### src/rtl/spi_mem_bridge_pkg.sv
// Shared types and sizing helpers for the SPI-to-parameter-memory bridge.
// Optional frame error output is enabled by defining SPI_FRAME_ERR_EN.
package spi_bridge_pkg;

  typedef enum logic [1:0] {
    IDLE   = 2'd0,
    HEADER = 2'd1,
    READ   = 2'd2,
    WRITE  = 2'd3
  } bridge_state_e;

  function automatic int word_bits(input int param_width, input int pad_bits);
    return param_width + pad_bits;
  endfunction

  function automatic int cnt_width(input int wbits);
    return $clog2(wbits);
  endfunction

  // The read/write flag sits in the MSB of the header word.
  function automatic int hdr_w_bit(input int wbits);
    return wbits - 1;
  endfunction

endpackage

### src/rtl/spi_mem_bridge_if.sv
// Memory-side bus of the SPI bridge: synchronous-read port plus a strobed write port.
interface spi_mem_bridge_if #(
  parameter int ADDR_WIDTH  = 8,
  parameter int PARAM_WIDTH = 36
) ();

  logic [ADDR_WIDTH-1:0]  rd_addr;
  logic [PARAM_WIDTH-1:0] rd_data;
  logic [ADDR_WIDTH-1:0]  wr_addr;
  logic [PARAM_WIDTH-1:0] wr_data;
  logic                   wr_enable;

  modport master (
    output rd_addr, wr_addr, wr_data, wr_enable,
    input  rd_data
  );

  modport slave (
    input  rd_addr, wr_addr, wr_data, wr_enable,
    output rd_data
  );

endinterface

### src/rtl/spi_mem_bridge_shift_engine.sv
// SPI bit engine: SCLK edge detect, bit counter, MOSI deserialiser, MISO serialiser.
// Inputs are already synchronised to clk; everything idles cleared while inactive.
module spi_shift_engine
  import spi_bridge_pkg::*;
#(
  parameter int WORD_BITS = 40,
  parameter int LOAD_BITS = 36,
  parameter bit CPOL      = 1'b0
) (
  input  logic                 clk,
  input  logic                 reset_n,
  input  logic                 sclk_i,
  input  logic                 mosi_i,
  input  logic                 active_i,
  input  logic                 load_req_i,
  input  logic [LOAD_BITS-1:0] load_data_i,
  output logic                 word_done_o,
  output logic [WORD_BITS-1:0] word_o,
  output logic                 mid_word_o,
  output logic                 miso_o
);

  localparam int                CW      = cnt_width(WORD_BITS);
  localparam logic [CW-1:0]     CNT_TOP = CW'(WORD_BITS - 1);

  logic                 sclk_n;
  logic                 sclk_prev_q;
  logic                 lead_edge;
  logic                 trail_edge;
  logic [CW-1:0]        cnt_q, cnt_d;
  logic [WORD_BITS-1:0] in_sr_q, in_sr_d;
  logic [WORD_BITS-1:0] out_sr_q, out_sr_d;
  logic                 load_pend_q, load_pend_d;
  logic                 unused_in_msb;

  // Normalise polarity so the leading edge is always a 0->1 transition of sclk_n.
  assign sclk_n     = sclk_i ^ CPOL;
  assign lead_edge  = sclk_n & ~sclk_prev_q;
  assign trail_edge = ~sclk_n & sclk_prev_q;

  assign word_done_o   = active_i & lead_edge & (cnt_q == '0);
  assign word_o        = {in_sr_q[WORD_BITS-2:0], mosi_i};
  assign mid_word_o    = (cnt_q != CNT_TOP);
  assign miso_o        = out_sr_q[WORD_BITS-1];
  assign unused_in_msb = in_sr_q[WORD_BITS-1];

  always_comb begin
    // NOTE: every _d gets a default first so no path leaves it unassigned, which would infer a latch.
    cnt_d       = cnt_q;
    in_sr_d     = in_sr_q;
    out_sr_d    = out_sr_q;
    load_pend_d = load_pend_q;
    if (!active_i) begin
      cnt_d       = CNT_TOP;
      in_sr_d     = '0;
      out_sr_d    = '0;
      load_pend_d = 1'b0;
    end else begin
      if (lead_edge) begin
        in_sr_d = {in_sr_q[WORD_BITS-2:0], mosi_i};
        if (cnt_q == '0) begin
          cnt_d       = CNT_TOP;
          load_pend_d = load_req_i;
        end else begin
          cnt_d = cnt_q - 1'b1;
        end
      end
      // The trailing edge after a completed read word reloads instead of shifting.
      if (trail_edge) begin
        if (load_pend_q) begin
          out_sr_d    = WORD_BITS'(load_data_i);
          load_pend_d = 1'b0;
        end else begin
          out_sr_d = {out_sr_q[WORD_BITS-2:0], 1'b0};
        end
      end
    end
  end

  always_ff @(posedge clk or negedge reset_n) begin
    if (!reset_n) begin
      sclk_prev_q <= 1'b0;
      cnt_q       <= CNT_TOP;
      in_sr_q     <= '0;
      out_sr_q    <= '0;
      load_pend_q <= 1'b0;
    end else begin
      // NOTE: non-blocking assignments so every flop samples pre-edge values regardless of statement order.
      sclk_prev_q <= sclk_n;
      cnt_q       <= cnt_d;
      in_sr_q     <= in_sr_d;
      out_sr_q    <= out_sr_d;
      load_pend_q <= load_pend_d;
    end
  end

endmodule

### src/rtl/spi_mem_bridge.sv
// SPI slave bridging burst reads/writes (header + auto-increment) to the parameter RAM.
// Define SPI_FRAME_ERR_EN to add the frame_err output (pulse on a truncated word).
module spi_mem_bridge
  import spi_bridge_pkg::*;
#(
  parameter int PARAM_WIDTH = 36,
  parameter int ADDR_WIDTH  = 8,
  parameter int PAD_BITS    = 4,
  parameter bit CPOL        = 1'b0
) (
  input  logic              clk,
  input  logic              reset_n,
  input  logic              spi_SCLK,
  input  logic              spi_SSEL,
  input  logic              spi_MOSI,
  output logic              spi_MISO,
  spi_mem_bridge_if.master  mem,
  output logic              busy
`ifdef SPI_FRAME_ERR_EN
  ,
  output logic              frame_err
`endif
);

  localparam int WORD_BITS = word_bits(PARAM_WIDTH, PAD_BITS);
  localparam int HDR_W_BIT = hdr_w_bit(WORD_BITS);

  logic [2:0]             sync1_q, sync2_q;
  logic                   sclk_s, ssel_s, mosi_s;
  logic                   armed_q;
  bridge_state_e          state_q, state_d;
  logic [ADDR_WIDTH-1:0]  ptr_q, ptr_d;
  logic [ADDR_WIDTH-1:0]  rd_addr_q, rd_addr_d;
  logic [ADDR_WIDTH-1:0]  wr_addr_q, wr_addr_d;
  logic [PARAM_WIDTH-1:0] wr_data_q, wr_data_d;
  logic                   wr_en_q, wr_en_d;
  logic                   load_req;
  logic                   word_done;
  logic [WORD_BITS-1:0]   word;
  logic                   mid_word;
  logic                   unused_bits;

  assign {sclk_s, ssel_s, mosi_s} = sync2_q;

  spi_shift_engine #(
    .WORD_BITS (WORD_BITS),
    .LOAD_BITS (PARAM_WIDTH),
    .CPOL      (CPOL)
  ) u_engine (
    .clk         (clk),
    .reset_n     (reset_n),
    .sclk_i      (sclk_s),
    .mosi_i      (mosi_s),
    .active_i    (state_q != IDLE),
    .load_req_i  (load_req),
    .load_data_i (mem.rd_data),
    .word_done_o (word_done),
    .word_o      (word),
    .mid_word_o  (mid_word),
    .miso_o      (spi_MISO)
  );

`ifdef SPI_FRAME_ERR_EN
  logic ssel_prev_q;
  logic frame_err_q, frame_err_d;
  assign frame_err   = frame_err_q;
  assign frame_err_d = ssel_s & ~ssel_prev_q & (state_q != IDLE) & mid_word;
  assign unused_bits = ^word;
`else
  assign unused_bits = ^{word, mid_word};
`endif

  always_ff @(posedge clk or negedge reset_n) begin
    if (!reset_n) begin
      sync1_q   <= '0;
      sync2_q   <= '0;
      armed_q   <= 1'b0;
      state_q   <= IDLE;
      ptr_q     <= '0;
      rd_addr_q <= '0;
      wr_addr_q <= '0;
      wr_data_q <= '0;
      wr_en_q   <= 1'b0;
`ifdef SPI_FRAME_ERR_EN
      ssel_prev_q <= 1'b0;
      frame_err_q <= 1'b0;
`endif
    end else begin
      sync1_q   <= {spi_SCLK, spi_SSEL, spi_MOSI};
      sync2_q   <= sync1_q;
      // Synchronisers reset low, so wait for a real SSEL-high before trusting a low.
      armed_q   <= armed_q | ssel_s;
      state_q   <= state_d;
      ptr_q     <= ptr_d;
      rd_addr_q <= rd_addr_d;
      wr_addr_q <= wr_addr_d;
      wr_data_q <= wr_data_d;
      wr_en_q   <= wr_en_d;
`ifdef SPI_FRAME_ERR_EN
      ssel_prev_q <= ssel_s;
      frame_err_q <= frame_err_d;
`endif
    end
  end

  always_comb begin
    state_d = state_q;
    unique case (state_q)
      IDLE:    if (armed_q && !ssel_s) state_d = HEADER;
      HEADER:  if (word_done) state_d = word[HDR_W_BIT] ? WRITE : READ;
      default: state_d = state_q;
    endcase
    if (ssel_s) state_d = IDLE;
  end

  always_comb begin
    ptr_d     = ptr_q;
    rd_addr_d = rd_addr_q;
    wr_addr_d = wr_addr_q;
    wr_data_d = wr_data_q;
    wr_en_d   = 1'b0;
    load_req  = 1'b0;
    // A word finishing in the same cycle SSEL rises is treated as partial and dropped.
    if (word_done && !ssel_s) begin
      unique case (state_q)
        HEADER: begin
          ptr_d = word[ADDR_WIDTH-1:0];
          if (!word[HDR_W_BIT]) begin
            rd_addr_d = word[ADDR_WIDTH-1:0];
            load_req  = 1'b1;
          end
        end
        READ: begin
          ptr_d     = ptr_q + 1'b1;
          rd_addr_d = ptr_q + 1'b1;
          load_req  = 1'b1;
        end
        WRITE: begin
          wr_en_d   = 1'b1;
          wr_addr_d = ptr_q;
          wr_data_d = word[PARAM_WIDTH-1:0];
          ptr_d     = ptr_q + 1'b1;
        end
        default: ;
      endcase
    end
  end

  assign busy          = (state_q != IDLE);
  assign mem.rd_addr   = rd_addr_q;
  assign mem.wr_addr   = wr_addr_q;
  assign mem.wr_data   = wr_data_q;
  assign mem.wr_enable = wr_en_q;

endmodule

### src/flat_wrapper.sv
// flat-port wrapper written by rule: the top's interface ports become plain ports
module spi_mem_bridge_flat import spi_bridge_pkg::*;
#(
  parameter int PARAM_WIDTH = 36,
  parameter int ADDR_WIDTH  = 8,
  parameter int PAD_BITS    = 4,
  parameter bit CPOL        = 1'b0
)
  (clk, reset_n, spi_SCLK, spi_SSEL, spi_MOSI, spi_MISO, busy, mem_rd_addr, mem_wr_addr, mem_wr_data, mem_wr_enable, mem_rd_data);
  spi_mem_bridge_if #(.ADDR_WIDTH(ADDR_WIDTH), .PARAM_WIDTH(PARAM_WIDTH)) mem_i ();
  input  logic clk;
  input  logic reset_n;
  input  logic spi_SCLK;
  input  logic spi_SSEL;
  input  logic spi_MOSI;
  output logic spi_MISO;
  output logic busy;
  output wire logic [$bits(mem_i.rd_addr)-1:0] mem_rd_addr;
  output wire logic [$bits(mem_i.wr_addr)-1:0] mem_wr_addr;
  output wire logic [$bits(mem_i.wr_data)-1:0] mem_wr_data;
  output wire logic [$bits(mem_i.wr_enable)-1:0] mem_wr_enable;
  input wire logic [$bits(mem_i.rd_data)-1:0] mem_rd_data;
  assign mem_rd_addr = mem_i.rd_addr;
  assign mem_wr_addr = mem_i.wr_addr;
  assign mem_wr_data = mem_i.wr_data;
  assign mem_wr_enable = mem_i.wr_enable;
  assign mem_i.rd_data = mem_rd_data;
  spi_mem_bridge #(.PARAM_WIDTH(PARAM_WIDTH), .ADDR_WIDTH(ADDR_WIDTH), .PAD_BITS(PAD_BITS), .CPOL(CPOL)) u_core (.clk(clk), .reset_n(reset_n), .spi_SCLK(spi_SCLK), .spi_SSEL(spi_SSEL), .spi_MOSI(spi_MOSI), .spi_MISO(spi_MISO), .mem(mem_i), .busy(busy));
endmodule
### config.mk
export PLATFORM = sky130hd
export DESIGN_NAME = spi_mem_bridge_flat
export DESIGN_NICKNAME = d
export VERILOG_FILES = /design/src/rtl/spi_mem_bridge_pkg.sv /design/src/rtl/spi_mem_bridge_if.sv /design/src/rtl/spi_mem_bridge_shift_engine.sv /design/src/rtl/spi_mem_bridge.sv /design/src/flat_wrapper.sv
export SDC_FILE = /design/constraint.sdc
export NUM_CORES = 1
export LEC_CHECK = 0
export CAP_MARGIN = 20
export CORE_UTILIZATION = 45
export DETAILED_ROUTE_END_ITERATION = 12
export DONT_BUFFER_PORTS = 1
export PLACE_DENSITY_LB_ADDON = 0.05
export SYNTH_ARGS = -nofsm -noshare
export SYNTH_HDL_FRONTEND = slang
export SYNTH_SLANG_ARGS = --single-unit
### constraint.sdc
create_clock -name clk -period 6.9 [get_ports clk]
set_clock_uncertainty 0.2 [all_clocks]
set_input_delay 0.69 -clock clk [delete_from_list [all_inputs] [get_ports clk]]
set_output_delay 0.69 -clock clk [all_outputs]
set_load 0.005 [all_outputs]
==> metrics <==
crit-path cells nand2b_2, nor4_4, nand2_4, mux2_4; Hold Vio Cnt, Final 0; routed via count 4261; total CTS buffers 17; Root Driver clkbuf_16; Post-synth ARST share 100.0%; CTS max path bufs 2; Power Density 250.8 mW/mm2; Nets 646; number of synthesized flops with an enable pin 0; status complete, no violations; Routed WL per cell 16.92 um; R2R depth 4; Worst Tran Pin Value 1.091 ns; CP max stage delay 0.68 ns; final setup TNS 0 ns; maximum vdd ir drop 0.1714 mV; # diodes 0; leak pwr 3.406 nW; Setup Buffers After CTS 0; overall routing resource usage 18.15%; initial cell density of the core 46.76%; Core Rows 44; DR iter-0 viols 217; CTS Sinks 157; Slowest cell on crit path nand2b_2; post-DP HPWL 8236 um; crit path capture u_core.mem.wr_data[16]; unrepaired setup endpoints after global routing no; fin crit period 3.066 ns; r2r endpoint u_core.mem.wr_data[16]; CTS Hold Buffers Added 1; Die Ht 125.8 um; CTS tree built; Seq/Total Area, Yosys 57.02%; Critical Path RT 7.00 ns; drt drc 0; Reg-to-Reg Start u_core.u_engine.sclk_prev_q; Critical path origin u_core.u_engine.sclk_prev_q; Tcrit/Tclk final 44.44%; Via-to-Cell Ratio 5.373; ANT nets after route 0; IO Pins 96; Post-Syn Nets 659; fmax 326.1 MHz; placer congestion estimate 0.7155; slew margin rel. 27.26%; Final Max Tran Viols 0; post-cts sizing count 0; share of layout cells above drive strength 1 17.73%; htree depth 4; Total Wirelength 13420 um; CTS clk-pin slew, worst paths 0.06 ns; worst-path fanout max 45; Data arrival, critical path 3.17 ns; dominant synthesized flop cell dfrtp_1; Critical Setup Path Class flop to flop; Netlist cell types 42; reg2reg setup slack 3.83 ns; Synth warnings 0; number of global-route vias before repair 4302; initial antenna violation count 0; critical path capture point type flop; Die X 125.8 um; die area 0.01583 mm2; IO buf count 0; Clock Latency Late Sink 0.42 ns; Finished Cell Area 0.007619 mm2; syn_area_per_cell 11.31 um2; Mapped Cells 610; drt pass-1 iters 5; Placed Area 0.007007 mm2; gr ovfl total 0; largest net degree at the start of global routing 158; fin util 51.64%; max-cap check violation count 0; hold crit path type input pin to asynchronous set/reset pin; first-pass GRT wire length 22580 um; Netlist Area Pre-Place 0.006899 mm2; Critical Path Start Type flop; post-synthesis sequential element count 157; Core ar. 0.01475 mm2; count of final setup violators 0; Area Overhead vs Synth 10.43%
==> report_power, final <==
part / internal [mW] / total (mW) / switching [mW]
clock: 0.556 / 0.916 / 0.360
combinational: 0.0113 / 0.0634 / 0.0520
sequential: 0.926 / 0.931 / 0.00486
total: 1.49 / 1.91 / 0.417
==> flip-flops by register name, indices dropped and copies added (netlist names), 2 cells and up <==
signal,cells
u_core.state_q,2
u_core.u_engine.cnt_q,6
u_core.mem.rd_addr,8
u_core.ptr_q,8
u_core.mem.wr_data,36
u_core.u_engine.in_sr_q,39
u_core.u_engine.out_sr_q,40
u_core.sync1_q,3
u_core.mem.wr_addr,8
u_core.sync2_q,3
==> worst min path at each step <==
| stage | end | from | cells after the start |
|---|---|---|---|
| after floorplan | u_core.sync2_q[0] | u_core.sync1_q[0] | 0 |
| after CTS | u_core.sync1_q[2] | spi_SCLK | 0 |
| after global routing | u_core.sync1_q[1] | spi_SSEL | 0 |
| final | u_core.mem.wr_addr[5] | reset_n | 1 |
| after global placement | u_core.sync2_q[2] | u_core.sync1_q[2] | 0 |
| after detailed placement | u_core.sync2_q[2] | u_core.sync1_q[2] | 0 |
==> cells by family after synthesis <==
logic type / share of synthesized area, %
flip-flops: 57.02
multiplexers: 16.97
adder cells (fa/ha/maj): 1.451
AND/OR/NAND/NOR: 11.61
buffers and inverters: 2.902
AO/OA/AOI/OAI: 9.540
XOR/XNOR: 0.5079
==> through the flow <==
stage	instances	hold slack [ns]	setup slack (ns)	power, mW
5_1_grt	793	0.07389	3.533	1.987
6_report	793	0.04765	3.834	1.911
4_1_cts	793	0.07835	3.817	1.938
2_1_floorplan	610	0.1312	4.712	0.9813
3_3_place_gp	761	0.1317	3.892	0.9918
3_5_place_dp	761	0.1356	3.828	0.9930
==> critical path: cells and delay by family, from the launching register on <==
kind	cells	cell delay, ns
simple gates	3	1.72
mux	1	0.49
flops	1	0.46
==> Yosys cell counts (2+ instances only) <==
cell type	instances	area [um2]
xor2_1	2	17.52
buf_1	2	7.510
inv_1	10	37.54
or3_1	4	25.02
nand2b_1	3	18.77
ha_1	8	100.1
mux2i_1	39	390.4
a22o_1	5	43.79
nand3_1	11	55.05
xnor2_1	2	17.52
nor3b_1	2	15.01
nand2_1	129	484.2
mux2_2	16	180.2
clkbuf_1	28	105.1
a211oi_1	2	15.01
dfrtp_1	153	3829
nor2b_1	4	25.02
o21ai_0	41	205.2
or2_2	3	18.77
a21oi_1	56	280.3
buf_6	4	45.04
mux2_4	40	600.6
nor2_1	15	56.30
a31oi_1	5	31.28
nor4_4	2	42.54
dfstp_2	4	105.1
nor3_1	5	25.02
==> routing by layer <==
metal  vias up  share of wire, %  track usage (%)
met3        18               4.8            4.928
met2        91                47            28.27
met1      2083                47            23.83
met4         0               1.6            8.079
li1       2069                 -                -
met5         -                 0                0
==> final cells by class <==
cell class	instances	area, um2
clock buffer	20	466.7
fill	1288	7136
multi-input combinational	408	2789
inverter	10	37.54
timing repair buffer	3	42.54
sequential	157	3935
tap	184	230.2
clock inverter	11	117.6
==> cells in the final DEF, fill, tap and decap left out, types with 2 or more instances in the layout <==
| cell type | count |
|---|---|
| a211oi_1 | 2 |
| a21oi_1 | 55 |
| a22o_1 | 5 |
| a31oi_1 | 5 |
| buf_4 | 2 |
| bufinv_16 | 2 |
| clkbuf_16 | 17 |
| clkbuf_8 | 3 |
| clkinv_2 | 4 |
| clkinvlp_4 | 5 |
| dfrtp_1 | 152 |
| dfstp_2 | 4 |
| ha_1 | 7 |
| inv_1 | 10 |
| mux2_2 | 16 |
| mux2_4 | 40 |
| mux2i_1 | 39 |
| nand2_1 | 129 |
| nand2b_1 | 2 |
| nand3_1 | 11 |
| nor2_1 | 15 |
| nor2b_1 | 3 |
| nor3_1 | 5 |
| nor3b_1 | 2 |
| nor4_4 | 2 |
| o21ai_0 | 41 |
| or2_2 | 3 |
| or3_1 | 4 |
| xnor2_1 | 2 |
| xor2_1 | 2 |
Note: power is estimated with default switching activity, not from simulation.
